===== src/rtl/decoder_scan_ctrl_pkg.sv =====
// Shared definitions for the decoder scan controller: index width and FSM state encoding.
package decoder_pkg;

    localparam int IDX_W   = 3;
    localparam int MAX_IDX = 7;

    typedef enum logic [1:0] {
        ST_IDLE  = 2'd0,
        ST_SCAN  = 2'd1,
        ST_BLANK = 2'd2
    } scan_state_t;

endpackage


===== src/rtl/decoder_scan_ctrl_timer.sv =====
// Holdable, clearable up counter that rolls over to zero after TERM counts; tc flags the last count.
module decoder_scan_timer
    import decoder_pkg::*;
#(
    parameter int TERM = 4
) (
    input  logic clk,
    input  logic rst,
    input  logic clr,
    input  logic adv,
    output logic tc
);

    localparam int W = $clog2(TERM + 1);

    logic [W-1:0] count_reg;

    // clr wins over adv; rolling over on tc keeps the count within 0..TERM-1
    always_ff @(posedge clk or posedge rst) begin
        if (rst) begin
            count_reg <= '0;
        end else if (clr) begin
            count_reg <= '0;
        end else if (adv) begin
            count_reg <= tc ? '0 : count_reg + W'(1);
        end
    end

    assign tc = (count_reg == W'(TERM - 1));

endmodule


===== src/rtl/decoder_scan_ctrl.sv =====
// Scan index generator feeding a 3x8 decoder's select inputs.
// Define DECODER_SCAN_BLANK_EN to insert BLANK_CYC blanking cycles after every index change.
module decoder_scan_ctrl
    import decoder_pkg::*;
#(
    parameter int DWELL     = 4,
    parameter int NUM_ACT   = 8,
    parameter int BLANK_CYC = 2
) (
    input  logic             clk,
    input  logic             rst,
    input  logic             en,
    input  logic             hold,
    input  logic             load,
    input  logic [IDX_W-1:0] load_idx,
    output logic             dout_a,
    output logic             dout_b,
    output logic             dout_c,
    output logic             blank,
    output logic             wrap
);

    if (DWELL < 1 || DWELL > 65535 || NUM_ACT < 1 || NUM_ACT > MAX_IDX + 1 ||
        BLANK_CYC < 1 || BLANK_CYC > 255) begin : g_bad_params
        $error("decoder_scan_ctrl: parameter out of range");
    end

    localparam int                NUM_ACT_C = (NUM_ACT > MAX_IDX + 1) ? MAX_IDX + 1 : NUM_ACT;
    localparam logic [IDX_W-1:0] LAST_IDX  = IDX_W'(NUM_ACT_C - 1);

    scan_state_t      state_reg, state_next;
    logic [IDX_W-1:0] idx_reg, idx_next;
    logic             blank_reg, blank_next;
    logic             wrap_reg, wrap_next;
    logic             dwell_clr, dwell_adv, dwell_tc;
    logic [IDX_W-1:0] load_tgt, adv_idx;

    // Out-of-range load targets fall back to the first index
    assign load_tgt = (32'(load_idx) >= NUM_ACT_C) ? '0 : load_idx;
    assign adv_idx  = (idx_reg == LAST_IDX) ? '0 : idx_reg + IDX_W'(1);

    decoder_scan_timer #(.TERM(DWELL)) u_dwell (
        .clk (clk),
        .rst (rst),
        .clr (dwell_clr),
        .adv (dwell_adv),
        .tc  (dwell_tc)
    );

`ifdef DECODER_SCAN_BLANK_EN
    logic blank_clr, blank_adv, blank_tc;

    decoder_scan_timer #(.TERM(BLANK_CYC)) u_blank (
        .clk (clk),
        .rst (rst),
        .clr (blank_clr),
        .adv (blank_adv),
        .tc  (blank_tc)
    );
`endif

    always_ff @(posedge clk or posedge rst) begin
        if (rst) begin
            state_reg <= ST_IDLE;
            idx_reg   <= '0;
            blank_reg <= 1'b1;
            wrap_reg  <= 1'b0;
        end else begin
            state_reg <= state_next;
            idx_reg   <= idx_next;
            blank_reg <= blank_next;
            wrap_reg  <= wrap_next;
        end
    end

    always_comb begin
        state_next = state_reg;
        idx_next   = idx_reg;
        blank_next = blank_reg;
        wrap_next  = 1'b0;
        dwell_clr  = 1'b0;
        dwell_adv  = 1'b0;
`ifdef DECODER_SCAN_BLANK_EN
        blank_clr  = 1'b0;
        blank_adv  = 1'b0;
`endif
        if (!en) begin
            state_next = ST_IDLE;
            blank_next = 1'b1;
            dwell_clr  = 1'b1;
        end else begin
            case (state_reg)
                ST_IDLE: begin
                    if (load) begin
                        idx_next = load_tgt;
                    end else begin
                        state_next = ST_SCAN;
                        blank_next = 1'b0;
                        dwell_clr  = 1'b1;
                    end
                end
                ST_SCAN: begin
                    if (load) begin
                        idx_next   = load_tgt;
                        blank_next = 1'b0;
                        dwell_clr  = 1'b1;
                    end else if (!hold) begin
                        dwell_adv = 1'b1;
                        if (dwell_tc) begin
                            idx_next  = adv_idx;
                            wrap_next = (idx_reg == LAST_IDX);
`ifdef DECODER_SCAN_BLANK_EN
                            state_next = ST_BLANK;
                            blank_next = 1'b1;
                            blank_clr  = 1'b1;
`endif
                        end
                    end
                end
`ifdef DECODER_SCAN_BLANK_EN
                ST_BLANK: begin
                    // The dwell timer already rolled to zero on entry, so it only needs clearing on load
                    if (load) begin
                        state_next = ST_SCAN;
                        idx_next   = load_tgt;
                        blank_next = 1'b0;
                        dwell_clr  = 1'b1;
                    end else if (!hold) begin
                        blank_adv = 1'b1;
                        if (blank_tc) begin
                            state_next = ST_SCAN;
                            blank_next = 1'b0;
                        end
                    end
                end
`endif
                default: begin
                    state_next = ST_IDLE;
                    blank_next = 1'b1;
                    dwell_clr  = 1'b1;
                end
            endcase
        end
    end

    assign dout_a = idx_reg[0];
    assign dout_b = idx_reg[1];
    assign dout_c = idx_reg[2];
    assign blank  = blank_reg;
    assign wrap   = wrap_reg;

endmodule


===== config.mk =====
export PLATFORM = sky130hd
export DESIGN_NAME = decoder_scan_ctrl
export DESIGN_NICKNAME = d
export VERILOG_FILES = /design/src/rtl/decoder_scan_ctrl_pkg.sv /design/src/rtl/decoder_scan_ctrl_timer.sv /design/src/rtl/decoder_scan_ctrl.sv
export SDC_FILE = /design/constraint.sdc
export NUM_CORES = 1
export LEC_CHECK = 0
export CAP_MARGIN = 20
export CORE_MARGIN = 4
export CORE_UTILIZATION = 30
export CTS_CLUSTER_DIAMETER = 200
export DETAILED_ROUTE_END_ITERATION = 8
export DONT_BUFFER_PORTS = 1
export PLACE_DENSITY = 0.43
export SYNTH_ARGS = -nofsm -noshare
export SYNTH_HDL_FRONTEND = slang
export SYNTH_HIERARCHICAL = 1
export SYNTH_SLANG_ARGS = --single-unit

===== constraint.sdc =====
create_clock -name clk -period 2.72 [get_ports clk]
set_input_delay 0.136 -clock clk [delete_from_list [all_inputs] [get_ports clk]]
set_output_delay 0.136 -clock clk [all_outputs]
set_load 0.05 [all_outputs]

After elaboration in Yosys (flattened, before gate mapping)
Index checks and enable logic that the tools add are counted.

Bits in registers: 10. Bits of input ports: 8. Output and inout bits: 5. Logic and storage cells: 51.

Add/sub/neg operators: 2. Equal/unequal tests: 9. Multiplexer cells: 29. Reductions and logical operators: 6.

Operator list (count): 3-bit two-way mux (8); 1-bit two-way mux (15); 3-bit inequality test, second input constant (3); 3-bit by 1-bit adder with 3-bit output, second input constant (2); 3-bit one-hot mux with 2 select lines (1); 5-bit AND reduction (1); 2-bit two-way mux (2); 2-bit inequality test, second input constant (2); 1-bit one-hot mux with 2 select lines (2); 2-bit one-hot mux with 2 select lines (1); 2-bit AND reduction (2); 2-bit nonzero test (2); 3-bit by 2-bit == test with 1-bit output, second input constant (1); 3-bit == test, second input constant (1); 3-bit by 2-bit inequality test with 1-bit output, second input constant (1); 2-bit by 1-bit == test with 1-bit output, second input constant (1); 2-bit zero test (1).

Longest topological paths before layout
Depth in word-level cells: 6. Gate-level depth with buffers: 6. Depth with buffers taken out: 6.

Cells and area by module
Netlist, hierarchy kept.

Modules (own cells, without submodules): decoder_scan_ctrl (times used 1, cells each 28, area each 326.6 um^2, sequential area each 151.4 um^2); decoder_scan_timer (times used 1, cells each 15, area each 150.1 um^2, sequential area each 75.1 um^2).

Worst setup path before layout
No wires, ideal clock.

Path kind: reg-to-reg. From: register idx_reg[0]. To: register idx_reg[2]. Setup time: 0.125 ns. Arrival time: 1.628 ns. Data required time: 2.595 ns. Path slack: 0.967 ns. Cell stages (with the launch flop): 5. Path buffers: 0. Period minus slack after synthesis: 1.753 ns. Path through: dfrtp_1 > ha_1 > ha_1 > mux2_1 > mux2_2.

Longest elaborated chain between the ends: 6. Elaborated cells on any way between the ends: 7. Those cells by class: add/sub (1); eq/ne (1); mux (5).

RTL lines: start: declaration (line decoder_scan_ctrl.sv:32) `logic [IDX_W-1:0] idx_reg, idx_next;`; start signal: assignment (line decoder_scan_ctrl.sv:70) `idx_reg <= idx_next;`; 3-bit by 1-bit adder with 3-bit output or 3-bit == test (tied branches) (line decoder_scan_ctrl.sv:40) `assign adv_idx = (idx_reg == LAST_IDX) ? '0 : idx_reg + IDX_W'(1);`; 3-bit two-way mux (*) (line decoder_scan_ctrl.sv:40); 3-bit two-way mux (*) (line decoder_scan_ctrl.sv:109) `if (dwell_tc) begin`; 3-bit two-way mux (*) (line decoder_scan_ctrl.sv:107) `end else if (!hold) begin`; 3-bit two-way mux (*) (line decoder_scan_ctrl.sv:103) `if (load) begin`; 3-bit one-hot mux with 2 select lines (*) (line decoder_scan_ctrl.sv:92) `case (state_reg)`.

Every way passes the cells marked *; elsewhere a longest branch is shown, timed or not. The select of a mux whose other input is x is not followed. A chain may end at the register's enable or synchronous reset.

Final worst setup path
From: register idx_reg[0]. To: register idx_reg[1].

Same word-level chain as after synthesis.

==> flow_metrics.env <==
export IMPL_status="finished clean"
export IMPL_numCtsBuffers=3
export IMPL_clk_latency_ps=260
export IMPL_ant_nets=0
export IMPL_finalSetupViolations=0
export IMPL_grt_usage=0.105
export IMPL_synth_area_leaders="dfrtp_1 (42%), ha_1 (7.9%), mux2_1 (7.1%)"
export IMPL_numPortBuffers=0
export IMPL_vias=330
export IMPL_regToRegEndpoint="idx_reg[1]$_DFFE_PP0P_"
export IMPL_io_pins=13
export IMPL_yosysWarnings=6
export IMPL_cts_resized=0
export IMPL_finalHoldViolCount=0
export IMPL_syn_area_um2=477
export IMPL_holdWs_ps=31.5
export IMPL_max_freq_mhz=545
export IMPL_grt_pass1_wl_um=1610
export IMPL_syn_inst=43
export IMPL_ir_drop_uv=359
export IMPL_coreArea_um2=1510
export IMPL_wl_per_cell_um=13.7
export IMPL_area_delta_synth_final_pct=16.0
export IMPL_layout_drive_gt1_share=0.180
export IMPL_final_cell_mix="dfrtp_1 (8), inv_1 (5)"
export IMPL_clkPwrFrac=0.288
export IMPL_start_kind="flop"
export IMPL_wirelength_um=902
export IMPL_cp_required_ps=2860
export IMPL_vias_per_cell=5.00
export IMPL_r2r_slack_ps=880
export IMPL_seq_area_um2=226
export IMPL_ys_types=21
export IMPL_maxCapViolations=0
export IMPL_diodes=0
export IMPL_min_to="state_reg[0]$_DFFE_PP0P_"
export IMPL_gp_congestion=0.695
export IMPL_synth_mux_area_frac=0.142
export IMPL_synth_top_family_by_area="simple AND/OR/NAND/NOR gates"
export IMPL_clock_sinks=9
export IMPL_syn_num_nets=54
export IMPL_async_flop_share=1.00
export IMPL_yosysSeqAreaShare=0.475
export IMPL_hold_depth=1
export IMPL_ys_flop_type="dfrtp_1"
export IMPL_tightest_slew_ps=529
export IMPL_fp_dieArea_um2=2290
export IMPL_fp_row_count=14
export IMPL_yosysTopAreaCellShare=0.420
export IMPL_final_common_cell="dfrtp_1"
export IMPL_cts_root_buf="clkbuf_4"
export IMPL_p_switching_mw=0.120
export IMPL_clk_path_buf_depth=2
export IMPL_firstDrtPassIters=3
export IMPL_grt_max_degree=7
export IMPL_fin_skew_ps=2.87
export IMPL_p_per_area_nw_per_um2=634
export IMPL_cp_max_fo=4
export IMPL_synth_edf_count=0
export IMPL_p_seq_frac=0.576
export IMPL_syn_avg_cell_area_um2=11.1
export IMPL_drc_errors=0
export IMPL_grt_overflow=0
export IMPL_die_w_um=47.9
export IMPL_fin_cells=66
export IMPL_synth_compound_area_frac=0.0630
export IMPL_rsz0062_at_grt="false"
export IMPL_r2r_start="idx_reg[0]$_DFFE_PP0P_"
export IMPL_die_h_um=47.9
export IMPL_ys_seq_elements=9
export IMPL_p_comb_frac=0.137
export IMPL_grt_pass1_vias=365
export IMPL_synth_fa_ha_area_frac=0.0787
export IMPL_synth_xor_area_frac=0.0184
export IMPL_relSlewSlack=0.647
export IMPL_p_leak_nw=0.268
export IMPL_internal_power_mw=0.231
export IMPL_setup_worst_path_end_class="flop"
export IMPL_cts_tree="done"
export IMPL_finalPower_mw=0.351
export IMPL_hpwl_um=739
export IMPL_swShare=0.341
export IMPL_multi_input_area_um2=231
export IMPL_arrival_ps=1980
export IMPL_finalCritPeriodShare=0.675
export IMPL_drv_slew=0
export IMPL_start_util=0.316
export IMPL_fin_tns_setup_ps=0
export IMPL_synth_top_cell_by_area="dfrtp_1"
export IMPL_final_fill_count=157
export IMPL_crit_type="reg -> reg"
export IMPL_period_minus_slack_ps=1840
export IMPL_nets=62
export IMPL_first_iter_violations=11
export IMPL_holdCritPathClass="in -> reg"
export IMPL_worstHoldStart="en"
export IMPL_cts_reportedPaths_clkPinSlew_ps=60
export IMPL_synthSimpleGateAreaFrac=0.184
export IMPL_r2r_cells=5
export IMPL_cts_max_level=1
export IMPL_antenna_found_initial=0
export IMPL_dp_cells=59
## per-stage QoR
stage,worst slack (ps),utilization,area (µm²)
2_1_floorplan,967,-,477
3_3_place_gp,917,0.330,497
3_5_place_dp,883,0.330,497
4_1_cts,867,0.367,553
5_1_grt,795,0.367,553
6_report,884,0.367,553
## per-layer routing
metal  wire length, µm  vias up  global-route usage
li1                  -      161                   -
met1               378      158               0.108
met2               437       11               0.172
met3                86        0              0.0714
met4                 0        0              0.0323
met5                 0        -                   0
## power groups by stage
stage                     Clock (mW)  Combinational, mW  Sequential (mW)
after floorplan                    0             0.0377            0.201
after global placement             0             0.0425            0.204
after detailed placement           0             0.0457            0.205
after CTS                      0.105             0.0496            0.202
after global routing           0.114             0.0569            0.204
final                          0.101             0.0479            0.202
## synth_stat cells (2+ instances only)
cell type	number
a21oi_1	2
and3b_1	2
dfrtp_1	8
ha_1	3
inv_1	5
mux2_1	3
mux2_2	3
nand2_1	3
nand2b_1	2
## kinds of logic (layout without fill, tap and decap cells)
logic type | after synthesis | after routing
buffers and inverters | 5 | 12
AND/OR/NAND/NOR | 14 | 14
adder cells (fa/ha/maj) | 3 | 3
flip-flops | 9 | 9
XOR/XNOR | 1 | 1
AO/OA/AOI/OAI | 5 | 5
multiplexers | 6 | 6
## worst max-delay path: stages (launching register included)
cell and delay (ps):
dfrtp_1 670, ha_1 240, ha_1 200, nor2b_1 60
mux2_1 290, mux2_2 260
## worst max-delay path by stage
stage	cells after the start	end	slack (ps)	start
floorplan	4	idx_reg[2]$_DFFE_PP0P_	970	idx_reg[0]$_DFFE_PP0P_
detailed placement	5	idx_reg[0]$_DFFE_PP0P_	880	idx_reg[0]$_DFFE_PP0P_
global placement	5	idx_reg[1]$_DFFE_PP0P_	920	idx_reg[0]$_DFFE_PP0P_
CTS	5	idx_reg[0]$_DFFE_PP0P_	870	idx_reg[0]$_DFFE_PP0P_
finish	5	idx_reg[1]$_DFFE_PP0P_	880	idx_reg[0]$_DFFE_PP0P_
global route	5	idx_reg[0]$_DFFE_PP0P_	800	idx_reg[0]$_DFFE_PP0P_
## area by class of cell
cell class | instances | area share
tap | 16 | 0.0362
inverter | 5 | 0.0339
multi-input combinational | 29 | 0.419
clock buffer | 4 | 0.0475
sequential | 9 | 0.410
timing repair buffer | 3 | 0.0543
## timing repair
action	4_1_cts	5_1_grt
hold buffers	3	0
buffers inserted	0	0
endpoints found under the hold margin	11	0
No activity file was read; power rests on OpenSTA's default activity.
